===== config.mk =====
export PLATFORM = sky130hd
export DESIGN_NAME = axi4_r_sender
export DESIGN_NICKNAME = d
export VERILOG_FILES = /design/src/rtl/axi4_r_sender.sv
export SDC_FILE = /design/constraint.sdc
export NUM_CORES = 1
export LEC_CHECK = 0
export ABC_AREA = 1
export BUFFER_PORTS_ARGS = -buffer_cell sky130_fd_sc_hd__buf_2
export CORE_ASPECT_RATIO = 2
export CORE_MARGIN = 4
export CORE_UTILIZATION = 52
export DETAILED_ROUTE_END_ITERATION = 6
export GPL_TIMING_DRIVEN = 0
export PLACE_DENSITY_LB_ADDON = 0.08
export SYNTH_ARGS = -nofsm -noshare
export SYNTH_HDL_FRONTEND = slang
export SYNTH_SLANG_ARGS = --single-unit

===== constraint.sdc =====
create_clock -name axi4_aclk -period 3.15 [get_ports axi4_aclk]
set_input_delay 0.315 -clock axi4_aclk [delete_from_list [all_inputs] [get_ports axi4_aclk]]
set_output_delay 0.315 -clock axi4_aclk [all_outputs]
set_load 0.03 [all_outputs]

===== src/rtl/axi4_r_sender.sv =====
// R-channel output stage: forwards buffered read responses and injects error bursts for dropped reads at burst boundaries.
// Optional build macro AXI4_R_SENDER_PREFETCH_EN: adds drop_prefetch_i; prefetch drops are answered OKAY instead of SLVERR.
module axi4_r_sender #(
    parameter int unsigned AXI_DATA_WIDTH  = 32,
    parameter int unsigned AXI_ID_WIDTH    = 4,
    parameter int unsigned AXI_USER_WIDTH  = 4,
    parameter int unsigned DROP_FIFO_DEPTH = 4
) (
    input  logic                      axi4_aclk,
    input  logic                      axi4_arst,
    input  logic                      drop_i,
    input  logic [AXI_ID_WIDTH-1:0]   drop_id_i,
    input  logic [7:0]                drop_len_i,
    input  logic [AXI_USER_WIDTH-1:0] drop_user_i,
`ifdef AXI4_R_SENDER_PREFETCH_EN
    input  logic                      drop_prefetch_i,
`endif
    output logic                      drop_ready_o,
    output logic                      done_o,
    output logic [AXI_ID_WIDTH-1:0]   s_axi4_rid,
    output logic [1:0]                s_axi4_rresp,
    output logic [AXI_DATA_WIDTH-1:0] s_axi4_rdata,
    output logic                      s_axi4_rlast,
    output logic                      s_axi4_rvalid,
    output logic [AXI_USER_WIDTH-1:0] s_axi4_ruser,
    input  logic                      s_axi4_rready,
    input  logic [AXI_ID_WIDTH-1:0]   m_axi4_rid,
    input  logic [1:0]                m_axi4_rresp,
    input  logic [AXI_DATA_WIDTH-1:0] m_axi4_rdata,
    input  logic                      m_axi4_rlast,
    input  logic                      m_axi4_rvalid,
    input  logic [AXI_USER_WIDTH-1:0] m_axi4_ruser,
    output logic                      m_axi4_rready
);

    localparam int unsigned PTR_W = (DROP_FIFO_DEPTH > 1) ? $clog2(DROP_FIFO_DEPTH) : 1;

    typedef enum logic [1:0] {IDLE, FWD, ERR} state_e;

    state_e state_q, state_d;

    logic [AXI_ID_WIDTH-1:0]   fifo_id_q   [DROP_FIFO_DEPTH];
    logic [7:0]                fifo_len_q  [DROP_FIFO_DEPTH];
    logic [AXI_USER_WIDTH-1:0] fifo_user_q [DROP_FIFO_DEPTH];
`ifdef AXI4_R_SENDER_PREFETCH_EN
    logic                      fifo_pf_q   [DROP_FIFO_DEPTH];
`endif
    logic [PTR_W-1:0] wr_ptr_q, rd_ptr_q;
    logic [PTR_W:0]   fill_q;
    logic [7:0]       cnt_q, cnt_d;

    logic full, empty, push, pop;
    logic err_mode, done;
    logic [1:0] err_resp;

    logic [AXI_ID_WIDTH-1:0]   rid;
    logic [1:0]                rresp;
    logic [AXI_DATA_WIDTH-1:0] rdata;
    logic                      rlast;
    logic                      rvalid;
    logic [AXI_USER_WIDTH-1:0] ruser;
    logic                      mready;

    assign full  = (fill_q == (PTR_W+1)'(DROP_FIFO_DEPTH));
    assign empty = (fill_q == '0);
    assign push  = drop_i & drop_ready_o;

`ifdef AXI4_R_SENDER_PREFETCH_EN
    assign err_resp = fifo_pf_q[rd_ptr_q] ? 2'b00 : 2'b10;
`else
    assign err_resp = 2'b10;
`endif

    always_ff @(posedge axi4_aclk) begin
        if (push) begin
            fifo_id_q[wr_ptr_q]   <= drop_id_i;
            fifo_len_q[wr_ptr_q]  <= drop_len_i;
            fifo_user_q[wr_ptr_q] <= drop_user_i;
`ifdef AXI4_R_SENDER_PREFETCH_EN
            fifo_pf_q[wr_ptr_q]   <= drop_prefetch_i;
`endif
        end
    end

    always_ff @(posedge axi4_aclk or posedge axi4_arst) begin
        if (axi4_arst) begin
            state_q  <= IDLE;
            cnt_q    <= '0;
            wr_ptr_q <= '0;
            rd_ptr_q <= '0;
            fill_q   <= '0;
        end else begin
            state_q <= state_d;
            cnt_q   <= cnt_d;
            if (push) wr_ptr_q <= wr_ptr_q + PTR_W'(1);
            if (pop)  rd_ptr_q <= rd_ptr_q + PTR_W'(1);
            fill_q <= fill_q + (PTR_W+1)'(push) - (PTR_W+1)'(pop);
        end
    end

    // IDLE with a pending drop already behaves as ERR, so the first error beat appears the cycle after the push.
    always_comb begin
        state_d  = state_q;
        cnt_d    = cnt_q;
        pop      = 1'b0;
        done     = 1'b0;
        err_mode = (state_q == ERR) || ((state_q == IDLE) && !empty);
        rid      = m_axi4_rid;
        rresp    = m_axi4_rresp;
        rdata    = m_axi4_rdata;
        rlast    = m_axi4_rlast;
        ruser    = m_axi4_ruser;
        rvalid   = 1'b0;
        mready   = 1'b0;
        if (err_mode) begin
            rid    = fifo_id_q[rd_ptr_q];
            ruser  = fifo_user_q[rd_ptr_q];
            rdata  = '0;
            rresp  = err_resp;
            rlast  = (cnt_q == fifo_len_q[rd_ptr_q]);
            rvalid = 1'b1;
            if (s_axi4_rready) begin
                if (rlast) begin
                    pop     = 1'b1;
                    done    = 1'b1;
                    cnt_d   = '0;
                    state_d = IDLE;
                end else begin
                    cnt_d   = cnt_q + 8'd1;
                    state_d = ERR;
                end
            end
        end else begin
            rvalid = m_axi4_rvalid;
            mready = s_axi4_rready;
            if (m_axi4_rvalid && s_axi4_rready) begin
                state_d = m_axi4_rlast ? IDLE : FWD;
            end
        end
    end

    assign s_axi4_rid    = rid;
    assign s_axi4_rresp  = rresp;
    assign s_axi4_rdata  = rdata;
    assign s_axi4_rlast  = rlast;
    assign s_axi4_ruser  = ruser;
    assign s_axi4_rvalid = rvalid & ~axi4_arst;
    assign m_axi4_rready = mready & ~axi4_arst;
    assign done_o        = done & ~axi4_arst;
    assign drop_ready_o  = (~full | pop) & ~axi4_arst;

endmodule

# == Yosys cells after proc, flatten, opt, wreduce, memory -nomap -nowiden ==
# Memory sizes are Yosys's and may differ from the RTL's.
# Cells that the tools add are included.
# word_totals
regBits,17
ram_bits,64
in_bits,64
memories,3
# classes
add_sub_neg,5
eq_ne,4
muxes,18
n_bitwise,8
n_reduce_logical,9
# memory_table
name,depth,width,rd,rd_clocked_by_memory_dff,wr,line,source
fifo_len_q,4,8,1,0,1,43,logic [7:0] fifo_len_q [DROP_FIFO_DEPTH];
fifo_id_q,4,4,1,0,1,42,logic [AXI_ID_WIDTH-1:0] fifo_id_q [DROP_FIFO_DEPTH];
fifo_user_q,4,4,1,0,1,44,logic [AXI_USER_WIDTH-1:0] fifo_user_q [DROP_FIFO_DEPTH];
# op_table
op,n
$mux 32,1
$mux 2,5
$mux 1,9
$add 8x1->8 const B,1
$eq 8x8->1,1
$mux 4,2
$mux 8,1
$and 1x1->1,5
$add 2x1->2 const B,2
$reduce_and 2->1,2
$add 3x1->3,1
$eq 3x3->1 const B,1
$logic_not 3->1,1
$sub 3x1->3,1
$eq 2x2->1 const B,1
$logic_and 1x1->1,2
$logic_not 2->1,1
$ne 2x2->1 const B,1
$not 1->1,2
$reduce_bool 2->1,1
$logic_not 1->1,1
$logic_or 1x1->1,1
$or 1x1->1,1

# == Longest topological paths before layout ==
# Gate-level depths: netlist of the first run.
# logic_depth
word_depth,10
mapped_depth,18
depth_no_buf,17

# == Least setup slack after synthesis of the first run ==
# OpenSTA, ideal clock, no wires.
# synth_path
path_type,reg-to-reg
startpoint,register rd_ptr_q[0]
endpoint,register fill_q[2]
setup_time_ns,0.129
arrival_ns,2.566
required_ns,3.021
slack_ns,0.455
path_stages_with_launch,18
n_path_buf,2
path_cell_list,dfrtp_1 buf_6 buf_4 nand2_1 nand3_1 nand2_1 nand2_1 nand2_1 nand2_1 nor2_2 nand4_1 nand2_2 nand2_4 ha_1 inv_1 ha_1 fa_1 xor2_1
# synth_via
elab_chain_len,10
# synth_lines
item,line,source
"start, declared",48,"logic [PTR_W-1:0] wr_ptr_q, rd_ptr_q;"
"start signal, assigned",96,if (pop) rd_ptr_q <= rd_ptr_q + PTR_W'(1);
$mem_v2 4x8,-,
$eq 8x8->1,120,rlast = (cnt_q == fifo_len_q[rd_ptr_q]);
$mux 1,123,if (rlast) begin
$mux 1,122,if (s_axi4_rready) begin
$mux 1,115,if (err_mode) begin
$or 1x1->1,150,assign drop_ready_o = (~full | pop) & ~axi4_arst;
$and 1x1->1,150,
via drop_ready_o,18,"output logic drop_ready_o,"
$and 1x1->1,66,assign push = drop_i & drop_ready_o;
$add 3x1->3,97,fill_q <= fill_q + (PTR_W+1)'(push) - (PTR_W+1)'(pop);
$sub 3x1->3,97,
"end signal, assigned",97,
"end, declared",49,logic [PTR_W:0] fill_q;
# The timed path passes the listed nets, and every way through them passes these cells.
# A chain may end at the register's enable or synchronous reset.

# == Worst setup path in the final report of the first run ==
# layout_path
startpoint,register rd_ptr_q[0]
endpoint,register fill_q[2]
# layout_via
elab_chain_len,10
# layout_lines
item,line
$mem_v2 4x8 *,-
$eq 8x8->1 *,120
$mux 1 *,123
$mux 1 *,122
$mux 1 *,115
$or 1x1->1,150
$and 1x1->1,150
$and 1x1->1,66
$add 3x1->3,97
$sub 3x1->3 *,97
# Every way passes the cells marked *; elsewhere a longest branch is shown, timed or not.

==> qor.yml, run 1 <==
fin_crit_sh_pct: 93.8
cts_tree: "done"
layout.cells.non_filler: 644
htreeDepth: 3
grt_max_degree: 20
hold_class: "in -> async"
postCtsHoldBufs: 0
layout_min_cycle_time_ns: 2.95
rsz0062_at_grt: "false"
netlist_area_sq_mm: 0.00393
reg2reg_depth: 17
clockRootBuffer: "clkbuf_16"
tightest_slew_ns: 0.741
maxSlewHeadroom_pct: 50.5
drc: 0
antenna_left: 0
wl_um: 8980
path_max_fanout: 10
path_common_cell: "nand2_1"
clock_sinks: 81
cellLeakagePower_uw: 0.00238
start_util_pct: 53.7
synth-seq-cells: 81
drive_gt1_share_pct: 28.1
netlist_top_cells_area: "edfxtp_1, dfrtp_1, nor2_1, nand2_1, inv_1"
drt-met1-wl_um: 3140
place_inst: 627
max_clock_freq_ghz: 0.338
drv_cap: 0
yosys_warnings: 0
yosysTopAreaCell: "edfxtp_1"
yosysTopAreaCellShare_pct: 48.9
ios: 111
crit_slowest_cell: "fa_1"
r2r_setup_slack_ns: 0.20
crit_chain: "buf_6 > buf_4 > nand2_1 > nand3_2 > nand2_1 > nand2_1 > nand2_1 > nand3_1 > nor2_2 > nand4_1 > nand2_2 > nand2_4 > ha_1 > inv_1 > ha_1 > fa_1 > xor2_1"
finalMaxSlewViolations: 0
synth_cell_types: 30
cts_buffers: 9
path_buf_inv: 3
syn_nets: 493
core_sq_mm: 0.00732
hold_viol: 0
io_buffers: 110
crit_arrival_ns: 3.16
synth_edf_count: 64
peakVddDrop_mv: 0.593
holdWs_ns: 0.119
routed-wl-met3_um: 674
synth_top_cells_by_count: "nor2_1, nand2_1, inv_1"
clkTransAtPathRegs_ns: 0.06
dr.pass1.iters: 4
die_h_um: 131
worstSetupEndpointType: "flop"
synth_most_common_cell: "nor2_1"
worstSetupPathType: "reg -> reg"
wl_per_cell_um: 13.9
p_total_uw: 4040
synthCells: 421
synthArstFlopShare_pct: 21.0
max-clock-path-buffers: 2
vias_per_cell: 4.90
grt.overflow.total: 0
outcome: "complete, no violations"
top_layer: "met4"
antenna-diode-count: 0
worstReg2RegStart: "rd_ptr_q[0]"
p_per_area_mw_per_mm2: 817
ys.flop_type: "edfxtp_1"
grt_pass1_vias: 3052
cp-start-kind: "flop"
slowest_delay_ns: 0.39
dp_hpwl_um: 6670
finalSetupViolCount: 0
routabilityCongestion: 0.785
final_nets: 620
cp_top_family: "simple AND/OR/NAND/NOR gates"
num_vias: 3154
pre_cts_slack_ns: 0.132
grt.total_usage_pct: 20.3
antenna_found_initial: 0
setup_slack_ns: 0.195
ys_seq_area_share_pct: 59.7
core.rowCount: 44
die_area_sq_mm: 0.00910
skew_ns: 0.00518
postSynthAreaPerCell_sq_um: 9.34
clk-insertion-delay-late_ns: 0.33
syn_to_final_growth_pct: 25.9
die_w_um: 69.5
met2WireLength_um: 4900
rr_endpoint: "fill_q[2]"
required_ns: 3.36
drtIter0Drc: 123
grt_pass1_wl_um: 14100
==> stage by stage <==
step | util [%] | TNS (ns) | area [sq um]
after floorplan | - | 0 | 3930
after global placement | 62.8 | -18.19 | 4600
after detailed placement | 63.8 | 0 | 4670
after CTS | 67.2 | 0 | 4920
after global routing | 67.6 | 0 | 4950
final | 67.6 | 0 | 4950
==> flip-flops by register name, indices dropped and copies added, names as in the netlist <==
| register | count |
|---|---|
| wr_ptr_q | 2 |
| fifo_id_q | 16 |
| fifo_len_q | 32 |
| fill_q | 3 |
| rd_ptr_q | 2 |
| fifo_user_q | 16 |
| state_q | 2 |
| cnt_q | 8 |
==> cells by family (layout without fill, tap and decap cells) <==
group	after synthesis	count (layout)	share of synthesized area, %
and+or+nand+nor	205	205	22.1
buffers and inverters	87	218	9.29
DFF	81	81	59.7
AOI/OAI and AO/OA	36	36	5.25
adders and majority gates	8	8	2.74
xor gates and xnor gates	4	4	0.891
==> layout make-up <==
cell class | count | area (sq um)
inverter | 72 | 275
clock buffer | 11 | 233
tap | 92 | 115
sequential | 81 | 2350
buffer | 15 | 95.1
timing repair buffer | 116 | 626
fill | 595 | 2370
multi-input combinational | 253 | 1240
clock inverter | 4 | 21.3
==> cells in the final DEF (no fill, tap or decap), drive strengths merged, types with 3 or more instances in the layout <==
| master | Yosys | final |
|---|---|---|
| xor2 | 3 | 3 |
| nand3b | 3 | 3 |
| nand3 | 33 | 33 |
| nand2 | 79 | 79 |
| inv | 72 | 72 |
| dfrtp | 17 | 17 |
| nor2 | 83 | 83 |
| a31oi | 9 | 9 |
| a21oi | 6 | 6 |
| buf | 9 | 125 |
| edfxtp | 64 | 64 |
| nor3 | 3 | 3 |
| clkbuf | 6 | 17 |
| o21ai | 21 | 21 |
| clkinv | 0 | 3 |
| ha | 7 | 7 |
==> worst max-delay path by stage <==
stage | cells after the start | end | from | slack [ns]
3_5_place_dp | 16 | fill_q[2] | rd_ptr_q[1] | 0.13
2_1_floorplan | 17 | fill_q[2] | rd_ptr_q[0] | 0.46
4_1_cts | 16 | fill_q[2] | rd_ptr_q[1] | 0.09
6_report | 17 | fill_q[2] | rd_ptr_q[0] | 0.20
3_3_place_gp | 12 | fifo_len_q[3][6] | rd_ptr_q[1] | -0.33
5_1_grt | 17 | fill_q[2] | rd_ptr_q[0] | 0.008
==> power by group <==
part           switching (uW)  total (uW)  internal [uW]  leakage [uW]
registers                 111        1460           1350      0.000770
clock network             379         902            523      0.000123
logic                    1160        1680            521       0.00149
total                    1650        4040           2390       0.00238
==> metal layers <==
metal / vias up / GRT usage, %
met3: 23 / 5.67
li1: 1601 / -
met5: - / 0
met2: 134 / 39.0
met4: 0 / 9.90
met1: 1396 / 19.7
==> timing repair <==
item                       CTS  global route
setup endpoints to repair    0             1
setup buffers                0             2
gates resized for setup      0             5
No activity file was read; power rests on OpenSTA's default activity.
==> inputs of run 2 (changes only) <==
--- a/config.mk
+++ b/config.mk
@@ -7,12 +7,13 @@
 export LEC_CHECK = 0
 export ABC_AREA = 1
 export BUFFER_PORTS_ARGS = -buffer_cell sky130_fd_sc_hd__buf_2
-export CORE_ASPECT_RATIO = 2
+export CORE_ASPECT_RATIO = 0.8
 export CORE_MARGIN = 4
 export CORE_UTILIZATION = 52
 export DETAILED_ROUTE_END_ITERATION = 6
 export GPL_TIMING_DRIVEN = 0
 export PLACE_DENSITY_LB_ADDON = 0.08
+export RECOVER_POWER = 100
 export SYNTH_ARGS = -nofsm -noshare
 export SYNTH_HDL_FRONTEND = slang
 export SYNTH_SLANG_ARGS = --single-unit
==> run 2 against run 1 <==
Net effect:
- core utilization shrank 3.1 points
- worst setup slack gained 0.030 ns
- combinational power shrank 4%
- final cell count grew 1.9%
- global-route usage shrank 0.68 points
- flip-flop and latch count is the same
- clock skew grew 0.0069 ns
- critical endpoint unchanged
- highest routed layer unchanged
==> qor.yml, run 2 (synthesis results as in run 1) <==
peakVddDrop_mv: 0.445
maxSlewHeadroom_pct: 36.8
grt_pass1_wl_um: 13900
p_total_uw: 3780
tns_ns: 0
wl_per_cell_um: 13.4
syn_to_final_growth_pct: 21.3
grt_use_met2_pct: 33.2
place_area_sq_mm: 0.00465
largest_reg_flops: 32
place_inst: 638
max-clock-path-buffers: 2
finalSetupViolCount: 0
grt.overflow.total: 0
num_vias: 3124
antenna-diode-count: 0
largestRegisters: "fifo_len_q (32), fifo_id_q (16), fifo_user_q (16)"
top_usage_layer: "met2"
path_max_fanout: 10
grt_pass1_vias: 2843
fill_cells: 655
cts_tree: "done"
drv_cap: 0
core.rowCount: 28
antenna_left: 0
required_ns: 3.37
hold_viol: 0
reg2reg_depth: 15
outcome: "complete, no violations"
hold_class: "in -> async"
clock_sinks: 81
final_nets: 618
clkTransAtPathRegs_ns: 0.08
wl_um: 8800
io_buffers: 110
stdcell_area_sq_mm: 0.00477
core_sq_mm: 0.00739
worstSetupPathType: "reg -> reg"
layout.cells.non_filler: 656
grt.total_usage_pct: 19.7
grt_util_met1_pct: 25.9
cts_buffers: 9
grtUsageMet3_pct: 5.87
p_per_area_mw_per_mm2: 792
drc: 0
die_w_um: 105
drive_gt1_share_pct: 16.0
die_area_sq_mm: 0.00903
antenna_found_initial: 0
dr.pass1.iters: 4
crit_arrival_ns: 3.15
routabilityCongestion: 0.851
cp-start-kind: "flop"
vias_per_cell: 4.76
regMostFlops: "fifo_len_q"
die_h_um: 85.8
clk-insertion-delay-late_ns: 0.34
layout_common_cells: "nor2_1, nand2_1, clkbuf_1"
cellLeakagePower_uw: 0.00212
grt_max_degree: 20
ios: 111
htreeDepth: 3
final_common_cell: "nor2_1"
start_util_pct: 53.2
worstSetupEndpointType: "flop"
tightest_slew_ns: 0.947
rsz0062_at_grt: "false"
max_clock_freq_ghz: 0.342
layout_min_cycle_time_ns: 2.92
fin_crit_sh_pct: 92.8
finalMaxSlewViolations: 0
fin_util_pct: 64.5
skew_ns: 0.0121
drtIter0Drc: 201
clockRootBuffer: "clkbuf_8"
dp_hpwl_um: 6580
-- run 2: per-stage QoR --
step / hold WS (ns) / setup WS (ns)
after CTS: 0.101 / 0.196
after global placement: 0.483 / -0.367
final: 0.0876 / 0.226
after detailed placement: 0.477 / 0.199
after global routing: 0.136 / 0.00433
after floorplan: 0.258 / 0.455
-- run 2: worst max-delay path, cell delays in order (launching register included) --
cell	delay [ns]
dfrtp_1	0.36
buf_4	0.17
inv_2	0.16
buf_6	0.18
nand3_1	0.10
nand3b_1	0.09
nand3_1	0.09
nor2_2	0.15
nand4_1	0.18
nand2_2	0.17
nand2_4	0.10
ha_1	0.29
inv_1	0.03
ha_1	0.18
fa_1	0.39
xor2_1	0.17
-- run 2: worst paths after layout --
path / start / endpoint / slack, ns
worst min register to register: fill_q[0] / fill_q[0] / 0.52
worst max-delay path: rd_ptr_q[1] / fill_q[2] / 0.23
worst max register to register: rd_ptr_q[1] / fill_q[2] / 0.23
min in group axi4_aclk: drop_len_i[0] / fifo_len_q[0][0] / 0.23
worst min-delay path: axi4_arst / state_q[0] / 0.09
max in group asynchronous: axi4_arst / rd_ptr_q[1] / 2.61
-- run 2: per-layer routing --
metal / routed length [um] / part of all wire, %
met1: 3950 / 45
met3: 739 / 8.4
met2: 4050 / 46
met5: 0 / 0
met4: 63 / 0.72
-- run 2: layout make-up --
type	count	area, sq um	area share [%]
inverter	72	273	5.72
clock inverter	5	56.3	1.18
tap	105	131	2.75
sequential	81	2350	49.2
clock buffer	11	131	2.75
multi-input combinational	253	1230	25.7
buffer	15	95.1	1.99
timing repair buffer	114	508	10.7
-- run 2: power by group --
part / total (uW) / switching (uW) / internal, uW
sequential: 1460 / 111 / 1350
clock: 711 / 347 / 364
combinational: 1610 / 1160 / 450
total: 3780 / 1620 / 2160
-- run 2: what timing repair did --
action / CTS / global route
gates resized for setup: 0 / 2
hold buffers: 0 / 0
setup buffers: 0 / 2
setup endpoints to repair: 0 / 17
